**src/rtl/tournament_choice_ctrl_if.sv**
```systemverilog
// Request/resolve bundle for the tournament chooser controller.
// The slave side is the controller; the master side drives requests and resolutions.
interface tournament_choice_ctrl_if #(
  parameter int IDX_W = 4,
  parameter int DEPTH = 4
);
  localparam int CNT_W = $clog2(DEPTH) + 1;

  logic             pred_v_i;
  logic [IDX_W-1:0] pred_idx_i;
  logic             global_pred_i;
  logic             local_pred_i;
  logic             pred_ready_o;
  logic             choice_v_o;
  logic [1:0]       choice_o;
  logic             resolve_v_i;
  logic             taken_i;
  logic             init_done_o;
  logic [CNT_W-1:0] fifo_count_o;
  logic             resolve_err_o;

  modport slave (
    input  pred_v_i, pred_idx_i, global_pred_i, local_pred_i, resolve_v_i, taken_i,
    output pred_ready_o, choice_v_o, choice_o, init_done_o, fifo_count_o, resolve_err_o
  );

  modport master (
    output pred_v_i, pred_idx_i, global_pred_i, local_pred_i, resolve_v_i, taken_i,
    input  pred_ready_o, choice_v_o, choice_o, init_done_o, fifo_count_o, resolve_err_o
  );
endinterface

```
**src/rtl/tournament_choice_ctrl.sv**
```systemverilog
// Chooser table owner for a tournament predictor: initialises the table after reset,
// serves 2-bit choices, and retrains counters in order as in-flight branches resolve.
module tournament_choice_ctrl #(
  parameter int         IDX_W    = 4,
  parameter int         DEPTH    = 4,
  parameter logic [1:0] INIT_VAL = 2'b01
) (
  input logic clk,
  input logic reset,
  tournament_choice_ctrl_if.slave bus
);
  localparam int ENTRIES = 2 ** IDX_W;
  localparam int PTR_W   = $clog2(DEPTH);
  localparam int CNT_W   = PTR_W + 1;

  localparam logic [0:0] ST_INIT  = 1'b0;
  localparam logic [0:0] ST_READY = 1'b1;

  logic [0:0]       state;
  logic [IDX_W-1:0] init_ptr;
  logic [1:0]       chooser [ENTRIES];

  logic [IDX_W-1:0] fifo_idx [DEPTH];
  logic             fifo_g   [DEPTH];
  logic             fifo_l   [DEPTH];
  logic [PTR_W-1:0] wr_ptr;
  logic [PTR_W-1:0] rd_ptr;
  logic [CNT_W-1:0] count;

  logic             is_ready;
  logic             pred_ready;
  logic             accept;
  logic             resolve_ok;
  logic [IDX_W-1:0] head_idx;
  logic             head_g;
  logic             head_l;
  logic [1:0]       head_val;
  logic [1:0]       upd_val;

  logic             choice_v;
  logic [1:0]       choice;
  logic             resolve_err;

  // Full blocks acceptance even when a pop happens in the same cycle.
  assign is_ready   = (state == ST_READY);
  assign pred_ready = is_ready && (count != CNT_W'(DEPTH));
  assign accept     = bus.pred_v_i && pred_ready;
  assign resolve_ok = bus.resolve_v_i && is_ready && (count != '0);

  assign head_idx = fifo_idx[rd_ptr];
  assign head_g   = fifo_g[rd_ptr];
  assign head_l   = fifo_l[rd_ptr];
  assign head_val = chooser[head_idx];

  // Train toward whichever component alone was right; ties leave the counter alone.
  always_comb begin
    upd_val = head_val;
    if ((head_g == bus.taken_i) && (head_l != bus.taken_i) && (head_val != 2'd3))
      upd_val = head_val + 2'd1;
    else if ((head_l == bus.taken_i) && (head_g != bus.taken_i) && (head_val != 2'd0))
      upd_val = head_val - 2'd1;
  end

  always_ff @(posedge clk or posedge reset) begin
    if (reset) begin
      state    <= ST_INIT;
      init_ptr <= '0;
    end else if (state == ST_INIT) begin
      init_ptr <= init_ptr + 1'b1;
      if (init_ptr == {IDX_W{1'b1}})
        state <= ST_READY;
    end
  end

  always_ff @(posedge clk) begin
    if (state == ST_INIT)
      chooser[init_ptr] <= INIT_VAL;
    else if (resolve_ok)
      chooser[head_idx] <= upd_val;
  end

  always_ff @(posedge clk) begin
    if (accept) begin
      fifo_idx[wr_ptr] <= bus.pred_idx_i;
      fifo_g[wr_ptr]   <= bus.global_pred_i;
      fifo_l[wr_ptr]   <= bus.local_pred_i;
    end
  end

  always_ff @(posedge clk or posedge reset) begin
    if (reset) begin
      wr_ptr <= '0;
      rd_ptr <= '0;
      count  <= '0;
    end else begin
      if (accept)
        wr_ptr <= wr_ptr + 1'b1;
      if (resolve_ok)
        rd_ptr <= rd_ptr + 1'b1;
      if (accept && !resolve_ok)
        count <= count + 1'b1;
      else if (!accept && resolve_ok)
        count <= count - 1'b1;
    end
  end

  // The accept reads the table before any same-cycle resolve write lands.
  always_ff @(posedge clk or posedge reset) begin
    if (reset) begin
      choice_v    <= 1'b0;
      choice      <= 2'b00;
      resolve_err <= 1'b0;
    end else begin
      choice_v    <= accept;
      resolve_err <= bus.resolve_v_i && !resolve_ok;
      if (accept)
        choice <= chooser[bus.pred_idx_i];
    end
  end

  assign bus.pred_ready_o  = pred_ready;
  assign bus.choice_v_o    = choice_v;
  assign bus.choice_o      = choice;
  assign bus.init_done_o   = is_ready;
  assign bus.fifo_count_o  = count;
  assign bus.resolve_err_o = resolve_err;
endmodule

```
**src/flat_wrapper.sv**
```systemverilog
// flat-port wrapper written by rule: the top's interface ports become plain ports
module tournament_choice_ctrl_flat 
#(
  parameter int         IDX_W    = 4,
  parameter int         DEPTH    = 4,
  parameter logic [1:0] INIT_VAL = 2'b01
)
  (clk, reset, bus_pred_v_i, bus_pred_idx_i, bus_global_pred_i, bus_local_pred_i, bus_resolve_v_i, bus_taken_i, bus_pred_ready_o, bus_choice_v_o, bus_choice_o, bus_init_done_o, bus_fifo_count_o, bus_resolve_err_o);
  tournament_choice_ctrl_if #(.IDX_W(IDX_W), .DEPTH(DEPTH)) bus_i ();
  input logic clk;
  input logic reset;
  input wire logic [$bits(bus_i.pred_v_i)-1:0] bus_pred_v_i;
  input wire logic [$bits(bus_i.pred_idx_i)-1:0] bus_pred_idx_i;
  input wire logic [$bits(bus_i.global_pred_i)-1:0] bus_global_pred_i;
  input wire logic [$bits(bus_i.local_pred_i)-1:0] bus_local_pred_i;
  input wire logic [$bits(bus_i.resolve_v_i)-1:0] bus_resolve_v_i;
  input wire logic [$bits(bus_i.taken_i)-1:0] bus_taken_i;
  output wire logic [$bits(bus_i.pred_ready_o)-1:0] bus_pred_ready_o;
  output wire logic [$bits(bus_i.choice_v_o)-1:0] bus_choice_v_o;
  output wire logic [$bits(bus_i.choice_o)-1:0] bus_choice_o;
  output wire logic [$bits(bus_i.init_done_o)-1:0] bus_init_done_o;
  output wire logic [$bits(bus_i.fifo_count_o)-1:0] bus_fifo_count_o;
  output wire logic [$bits(bus_i.resolve_err_o)-1:0] bus_resolve_err_o;
  assign bus_i.pred_v_i = bus_pred_v_i;
  assign bus_i.pred_idx_i = bus_pred_idx_i;
  assign bus_i.global_pred_i = bus_global_pred_i;
  assign bus_i.local_pred_i = bus_local_pred_i;
  assign bus_i.resolve_v_i = bus_resolve_v_i;
  assign bus_i.taken_i = bus_taken_i;
  assign bus_pred_ready_o = bus_i.pred_ready_o;
  assign bus_choice_v_o = bus_i.choice_v_o;
  assign bus_choice_o = bus_i.choice_o;
  assign bus_init_done_o = bus_i.init_done_o;
  assign bus_fifo_count_o = bus_i.fifo_count_o;
  assign bus_resolve_err_o = bus_i.resolve_err_o;
  tournament_choice_ctrl #(.IDX_W(IDX_W), .DEPTH(DEPTH), .INIT_VAL(INIT_VAL)) u_core (.clk(clk), .reset(reset), .bus(bus_i));
endmodule
```
**config.mk**
```make
export PLATFORM = sky130hd
export DESIGN_NAME = tournament_choice_ctrl_flat
export DESIGN_NICKNAME = d
export VERILOG_FILES = /design/src/rtl/tournament_choice_ctrl_if.sv /design/src/rtl/tournament_choice_ctrl.sv /design/src/flat_wrapper.sv
export SDC_FILE = /design/constraint.sdc
export NUM_CORES = 1
export LEC_CHECK = 0
export ABC_AREA = 0
export BUFFER_PORTS_ARGS = -buffer_cell sky130_fd_sc_hd__buf_2
export CAP_MARGIN = 40
export CORE_ASPECT_RATIO = 1.5
export CORE_MARGIN = 5
export CORE_UTILIZATION = 60
export DETAILED_ROUTE_END_ITERATION = 10
export HOLD_SLACK_MARGIN = 0.12
export MAX_ROUTING_LAYER = met4
export PLACE_DENSITY = 0.79
export SYNTH_ARGS = -nofsm -noshare
export SYNTH_HDL_FRONTEND = slang
export SYNTH_SLANG_ARGS = --single-unit
```
**constraint.sdc**
```tcl
create_clock -name clk -period 3.96 [get_ports clk]
set_input_delay 0.396 -clock clk [delete_from_list [all_inputs] [get_ports clk]]
set_output_delay 0.396 -clock clk [all_outputs]
set_load 0.05 [all_outputs]
```
==> results of run 1 <==
flip-flops by register name (all words and copies together) (netlist names):
register,flops
u_core.fifo_l,4
u_core.fifo_g,4
u_core.fifo_idx,16
u_core.init_ptr,4
u_core.bus.choice_o,2
u_core.wr_ptr,2
u_core.bus.fifo_count_o,3
u_core.rd_ptr,2
u_core.bus.resolve_err_o,1
u_core.bus.choice_v_o,1
u_core.chooser,32
u_core.bus.init_done_o,1
synth_stat cells:
library cell	instances	area (um^2)
mux2i_1	20	200.2
and2_1	3	18.77
fa_1	1	20.02
ha_1	8	100.1
or2_2	2	12.51
a21oi_1	3	15.01
o22ai_1	5	31.28
nand2b_1	8	50.05
edfxtp_1	56	1682
o31ai_1	1	7.510
buf_6	3	33.78
nor4b_1	1	8.760
buf_2	1	5.000
nand2_1	15	56.30
dfrtp_1	16	400.4
nor4_1	1	6.260
clkbuf_1	5	18.77
a31o_2	1	8.760
and3b_1	1	8.760
mux4_2	16	360.4
nor3b_1	1	7.510
xnor2_1	7	61.31
o21ai_0	1	5.000
nor3_1	4	20.02
and3_1	4	25.02
nor2_1	28	105.1
nor4b_2	1	15.01
and2_0	1	6.260
xor2_1	2	17.52
inv_2	1	3.750
inv_1	8	30.03
a31oi_1	1	6.260
mux2_2	4	45.04
o21a_1	2	15.01
a21boi_0	1	7.510
a22oi_1	1	7.510
o221ai_1	3	26.28
power groups by stage:
stage,combinational [W],sequential [W],clock [W]
final,0.00133,0.00113,0.000499
after global routing,0.00145,0.00114,0.000552
after CTS,0.00133,0.00113,0.000510
after detailed placement,0.00132,0.00114,0
after global placement,0.00125,0.00114,0
after floorplan,0.000927,0.00123,0
worst paths after layout:
kind / from / to / depth (start not counted)
worst max-delay path: u_core.rd_ptr[0] / u_core.chooser[1][1] / 10
worst min-delay path: reset / u_core.bus.fifo_count_o[2] / 2
worst max register to register: u_core.rd_ptr[0] / u_core.chooser[1][1] / 10
worst min register to register: u_core.init_ptr[3] / u_core.init_ptr[3] / 1
max in group asynchronous: reset / u_core.wr_ptr[0] / 2
min in group clk: bus_local_pred_i / u_core.fifo_l[1] / 1
metal layers:
metal  part of all wire [%]  global-route usage (%)  up-vias
li1                       -                       -      932
met1                     39                   24.41      990
met2                     54                   34.14       50
met3                    4.7                   5.951       12
met4                    2.2                   8.104        0
met5                      0                       -        -
critical path: cells and delay by family (launching register included):
kind	cells	cell delay, ps
muxes	3	1140
AOI/OAI and AO/OA	4	870
and+or+nand+nor	2	420
DFF	1	380
adders and majority gates	1	330
metrics by stage:
step           hold slack (ps)  instances  instance area [um^2]  total power, W  setup slack, ps
6_report                 126.2        337                  3776        0.002952            492.6
5_1_grt                  178.0        337                  3776        0.003145            163.8
4_1_cts                  125.3        337                  3776        0.002963            526.1
3_5_place_dp             498.4        321                  3603        0.002463            552.3
3_3_place_gp             492.6        320                  3596        0.002387            300.4
2_1_floorplan            309.7        237                  3448        0.002152            95.69
kinds of logic after synthesis:
kind of cell               count (synthesis)  synth area share, %
AOI/OAI and AO/OA                         19                3.774
xor gates and xnor gates                   9                2.286
adders and majority gates                  9                3.483
buffers and inverters                     18                2.649
DFF                                       72                60.38
muxes                                     40                17.56
and+or+nand+nor                           70                9.869
layout make-up:
type / instances / area, um^2 / area share (%)
sequential: 72 / 2082 / 55.14
multi-input combinational: 147 / 1275 / 33.76
clock buffer: 10 / 137.6 / 3.645
timing repair buffer: 23 / 125.1 / 3.313
tap: 70 / 87.58 / 2.319
clock inverter: 6 / 35.03 / 0.9278
inverter: 9 / 33.78 / 0.8946
==> metrics, run 1 <==
Final nets=282; first-pass GRT wire length=10610 um; crit-path cells=mux4_2 -> mux2i_1 -> mux2i_1 -> o22ai_1 -> nor2_1 -> ha_1 -> or2_2 -> o221ai_1 -> a21oi_1 -> o21a_1; leading cell types in the layout, fill and taps excluded=edfxtp_1 (56), nor2_1 (28), mux2i_1 (20); total track usage=20.85%; Cell Pwr Density=781.8 nW/um^2; total iterations of the first detailed-routing run=4; commonest non-fill, non-tap cell in the layout=edfxtp_1; CTS resizes=0; Clock Pin Slew Worst Setup and Hold Paths=70 ps; part of the power in registers=38.1%; fillers=411; Comb power frac=44.9%; endpoint class of the critical path=flip-flop; Worst-Skew Late Latency=330 ps; Cells after Synth=237; Final Critical Period=3467 ps; cts bufs inserted=9; num ports=20; DP Wirelength=4896 um; Setup Viol. Count Final=0; Setup Total Neg Slack=0 ps; syn_nets=257; Pleak=1.430 nW; RSZ-0062 raised after global routing=no; critical path type=flip-flop to flip-flop; mapped cell area=3448 um^2; share of cells above drive strength 1=23.22%; Worst path slowest cell=mux4_2; critical path arrival=3480 ps; DRC=0; core area=5533 um^2; Yosys Warn Count=0; Clock Skew=5.659 ps; die area=7395 um^2; DRT iter0 DRCs=144; CP required=3970 ps; Avg WL per Cell=19.59 um; Mapped Avg Cell Area=14.55 um^2; Rel. slew slack=58.81%; Synth cell types=37; H-tree levels=3; worst-path fanout max=17; final hold vios=0; Seq/Total Area, Yosys=60.38%; Die W=71.90 um; die height=102.8 um; largest stage delay on the critical path=780 ps; register bit count reported by yosys=72; FF-to-FF setup slack=490 ps; VDD IR-drop max=0.0004162 V; initial antenna violation count=0; vias in the first global route=2037; DRT antenna net count=0; maximum clock frequency=288.4 MHz; clock sink total=72; status=finished, final reports clean; Worst Tran Pin Value=617.2 ps; internal power=0.001797 W; clk buf depth=2; post-DR vias/cell=5.887; ant diodes=0; Max Transition Viols Final=0; Post-CTS Setup Bufs=0; hold buffers post-CTS=0; IO buf count=19; TritonCTS clock tree=done; switching share of power=39.12%; max cap viols=0; Tcrit/Tclk final=87.56%; gr ovfl total=0; fin util=68.25%; largest net degree at the start of global routing=18; Clk pwr share=16.9%; Startpoint Class=flip-flop; Final Wtd Congestion=0.9048; worst hold path type=primary input to asynchronous set/reset pin; P&R area growth vs syn=9.506%; Clk Tree Root Cell=clkbuf_8; switching power=0.001155 W; Vias=1984; row count=33; Initial Util=62.32%; crit-path most repeated cell=mux2i_1; final WL=6603 um
(Power assumes the default switching activity.)
==> run 2, diff against run 1 <==
Settings changed: PLACE_DENSITY 0.79 to unset, PLACE_DENSITY_LB_ADDON set to 0.2, SLEW_MARGIN set to 20.
==> run 2 against run 1 <==
Sequential power is essentially flat. Combinational power is essentially flat. Utilization grew 1.2 points. Critical path type unchanged. Largest power group unchanged.
==> metrics, run 2 (same netlist as run 1, synthesis figures left out) <==
Post-CTS Setup Bufs=0 (unchanged); hold slack=254.5 ps (+128.3 ps); crit-path most repeated cell=mux2i_1; final hold vios=0 (unchanged); post-DR vias/cell=6.012 (+2.1%); Rel. slew slack=58.77% (about the same); RSZ-0062 raised after global routing=no; Final nets=284 (+0.71%); internal power=0.001919 W (+6.8%); die height=102.8 um (unchanged); share of cells above drive strength 1=23.79% (+0.57 points); commonest non-fill, non-tap cell in the layout=edfxtp_1; critical path type=flip-flop to flip-flop; crit-path cells=mux4_2 -> mux2i_1 -> mux2i_1 -> o22ai_1 -> nor2_1 -> ha_1 -> or2_2 -> o221ai_1 -> a21oi_1 -> o21a_1; Max Transition Viols Final=0 (unchanged); CP required=3980 ps (about the same); Avg WL per Cell=19.57 um (-0.14%); DRC=0 (unchanged); H-tree levels=3 (unchanged); vias in the first global route=2127 (+4.4%); gr ovfl total=0 (unchanged); CTS resizes=0 (unchanged); maximum clock frequency=290.2 MHz (+0.62%); largest stage delay on the critical path=760 ps (-20 ps); Die W=71.90 um (unchanged); VDD IR-drop max=0.0005633 V (+35%); Worst Tran Pin Value=617.8 ps (+0.6890 ps); leading cell types in the layout, fill and taps excluded=edfxtp_1 (56), nor2_1 (28), mux2i_1 (20); Clk Tree Root Cell=clkbuf_8; first-pass GRT wire length=10700 um (+0.85%); Worst path slowest cell=mux4_2; DRT antenna net count=0 (unchanged); largest net degree at the start of global routing=17 (-1); num ports=20 (unchanged); clk buf depth=2 (unchanged); switching power=0.001168 W (+1.1%); die area=7395 um^2 (unchanged); worst-path fanout max=16 (-1); Pleak=1.463 nW (+2.3%); final WL=6633 um (+0.45%); top flop regs=u_core.chooser: 32 flops, u_core.fifo_idx: 16 flops; max cap viols=0 (unchanged); endpoint class of the critical path=flip-flop; switching share of power=37.83% (-1.3 points); Crit path buffers/inverters=0 (unchanged); DRT iter0 DRCs=113 (-22%); Setup Viol. Count Final=0 (unchanged); TritonCTS clock tree=done; Vias=2038 (+2.7%); clock sink total=72 (unchanged); post-place setup slack=532.7 ps (-19.59 ps); final setup margin=513.9 ps (+21.37 ps); Final Wtd Congestion=0.8558 (-5.4%); Startpoint Class=flip-flop; IO buf count=19 (unchanged); Final Critical Period=3446 ps (-21.36 ps); Clk pwr share=20.6% (+3.7 points); P&R area growth vs syn=11.39%; Cell Pwr Density=803.7 nW/um^2 (+2.8%); part of the power in registers=36.5% (-1.6 points); Reg with most FFs=u_core.chooser; Worst-Skew Late Latency=350 ps (+20 ps); Setup Total Neg Slack=0 ps (unchanged); Tcrit/Tclk final=87.02% (-0.54 points); row count=33 (unchanged); cts bufs inserted=9 (unchanged); Initial Util=62.32% (unchanged); CP delay by family, top=multiplexers; ant diodes=0 (unchanged); worst hold path type=primary input to flip-flop; initial antenna violation count=0 (unchanged); Comb power frac=42.9% (-2.0 points); core area=5533 um^2 (unchanged); Clock Skew=8.222 ps (+2.563 ps); max reg flops=32 (unchanged); DP Wirelength=4760 um (-2.8%); Clock Pin Slew Worst Setup and Hold Paths=80 ps (about the same); total track usage=20.61% (-0.24 points); status=finished, final reports clean; critical path arrival=3460 ps (-20 ps); total iterations of the first detailed-routing run=5 (+1); hold buffers post-CTS=1 (+1)
## run 2: cell types whose count changed in the layout (fill, tap and decap cells not counted)
cell and change:
buf_4 +1, bufinv_16 +2, clkbuf_8 -1, clkinv_1 -1
clkinv_2 -1, clkinv_4 +2, clkinvlp_4 -1, dlygate4sd3_1 +1
## run 2: layout make-up
| type | count | area, um^2 |
|---|---|---|
| Clock buffer | 9 | 123.9 |
| Clock inverter | 7 | 96.34 |
| Fill cell | 387 | 1692 |
| Inverter | 9 | 33.78 |
| Multi-Input combinational cell | 147 | 1275 |
| Sequential cell | 72 | 2082 |
| Tap cell | 70 | 87.58 |
| Timing Repair Buffer | 25 | 142.6 |
## run 2: power groups by stage
| stage | logic [W] | registers [W] | clock network (W) |
|---|---|---|---|
| floorplan | 0.000927 | 0.00123 | 0 |
| global placement | 0.00127 | 0.00114 | 0 |
| detailed placement | 0.00132 | 0.00114 | 0 |
| CTS | 0.00133 | 0.00113 | 0.000641 |
| global route | 0.00145 | 0.00114 | 0.000676 |
| finish | 0.00132 | 0.00113 | 0.000636 |
## run 2: per-stage QoR
step | utilization, % | instance area (um^2) | std cells | power [W]
3_3_place_gp | 65.13 | 3603 | 321 | 0.002408
2_1_floorplan | - | 3448 | 237 | 0.002152
4_1_cts | 69.43 | 3841 | 339 | 0.003103
6_report | 69.43 | 3841 | 339 | 0.003087
3_5_place_dp | 65.26 | 3611 | 322 | 0.002463
5_1_grt | 69.43 | 3841 | 339 | 0.003266
## run 2: routing by layer
layer,up-vias,track usage (%),part of all wire (%)
li1,939,-,-
met1,1034,22.53,39
met2,49,35.62,54
met3,16,3.805,4.1
met4,0,10.71,3.2
met5,-,-,0
## run 2: worst reg2reg max path, stage by stage (launching register included)
cell and delay (ps):
dfrtp_1 380, mux4_2 760, mux2i_1 250, mux2i_1 100, o22ai_1 320, nor2_1 130
ha_1 320, or2_2 290, o221ai_1 180, a21oi_1 90, o21a_1 290
## run 2: path summary, 6_finish.rpt
| check | endpoint | cells past startpoint | from | slack (ps) |
|---|---|---|---|---|
| setup / recovery | u_core.chooser[2][1] | 10 | u_core.rd_ptr[0] | 510 |
| setup reg to reg | u_core.chooser[2][1] | 10 | u_core.rd_ptr[0] | 510 |
| hold / removal | u_core.fifo_l[3] | 1 | bus_local_pred_i | 250 |
| min in group asynchronous | u_core.rd_ptr[0] | 3 | reset | 660 |
| max in group asynchronous | u_core.bus.choice_o[1] | 3 | reset | 2900 |
| hold reg to reg | u_core.bus.fifo_count_o[2] | 1 | u_core.bus.fifo_count_o[2] | 530 |
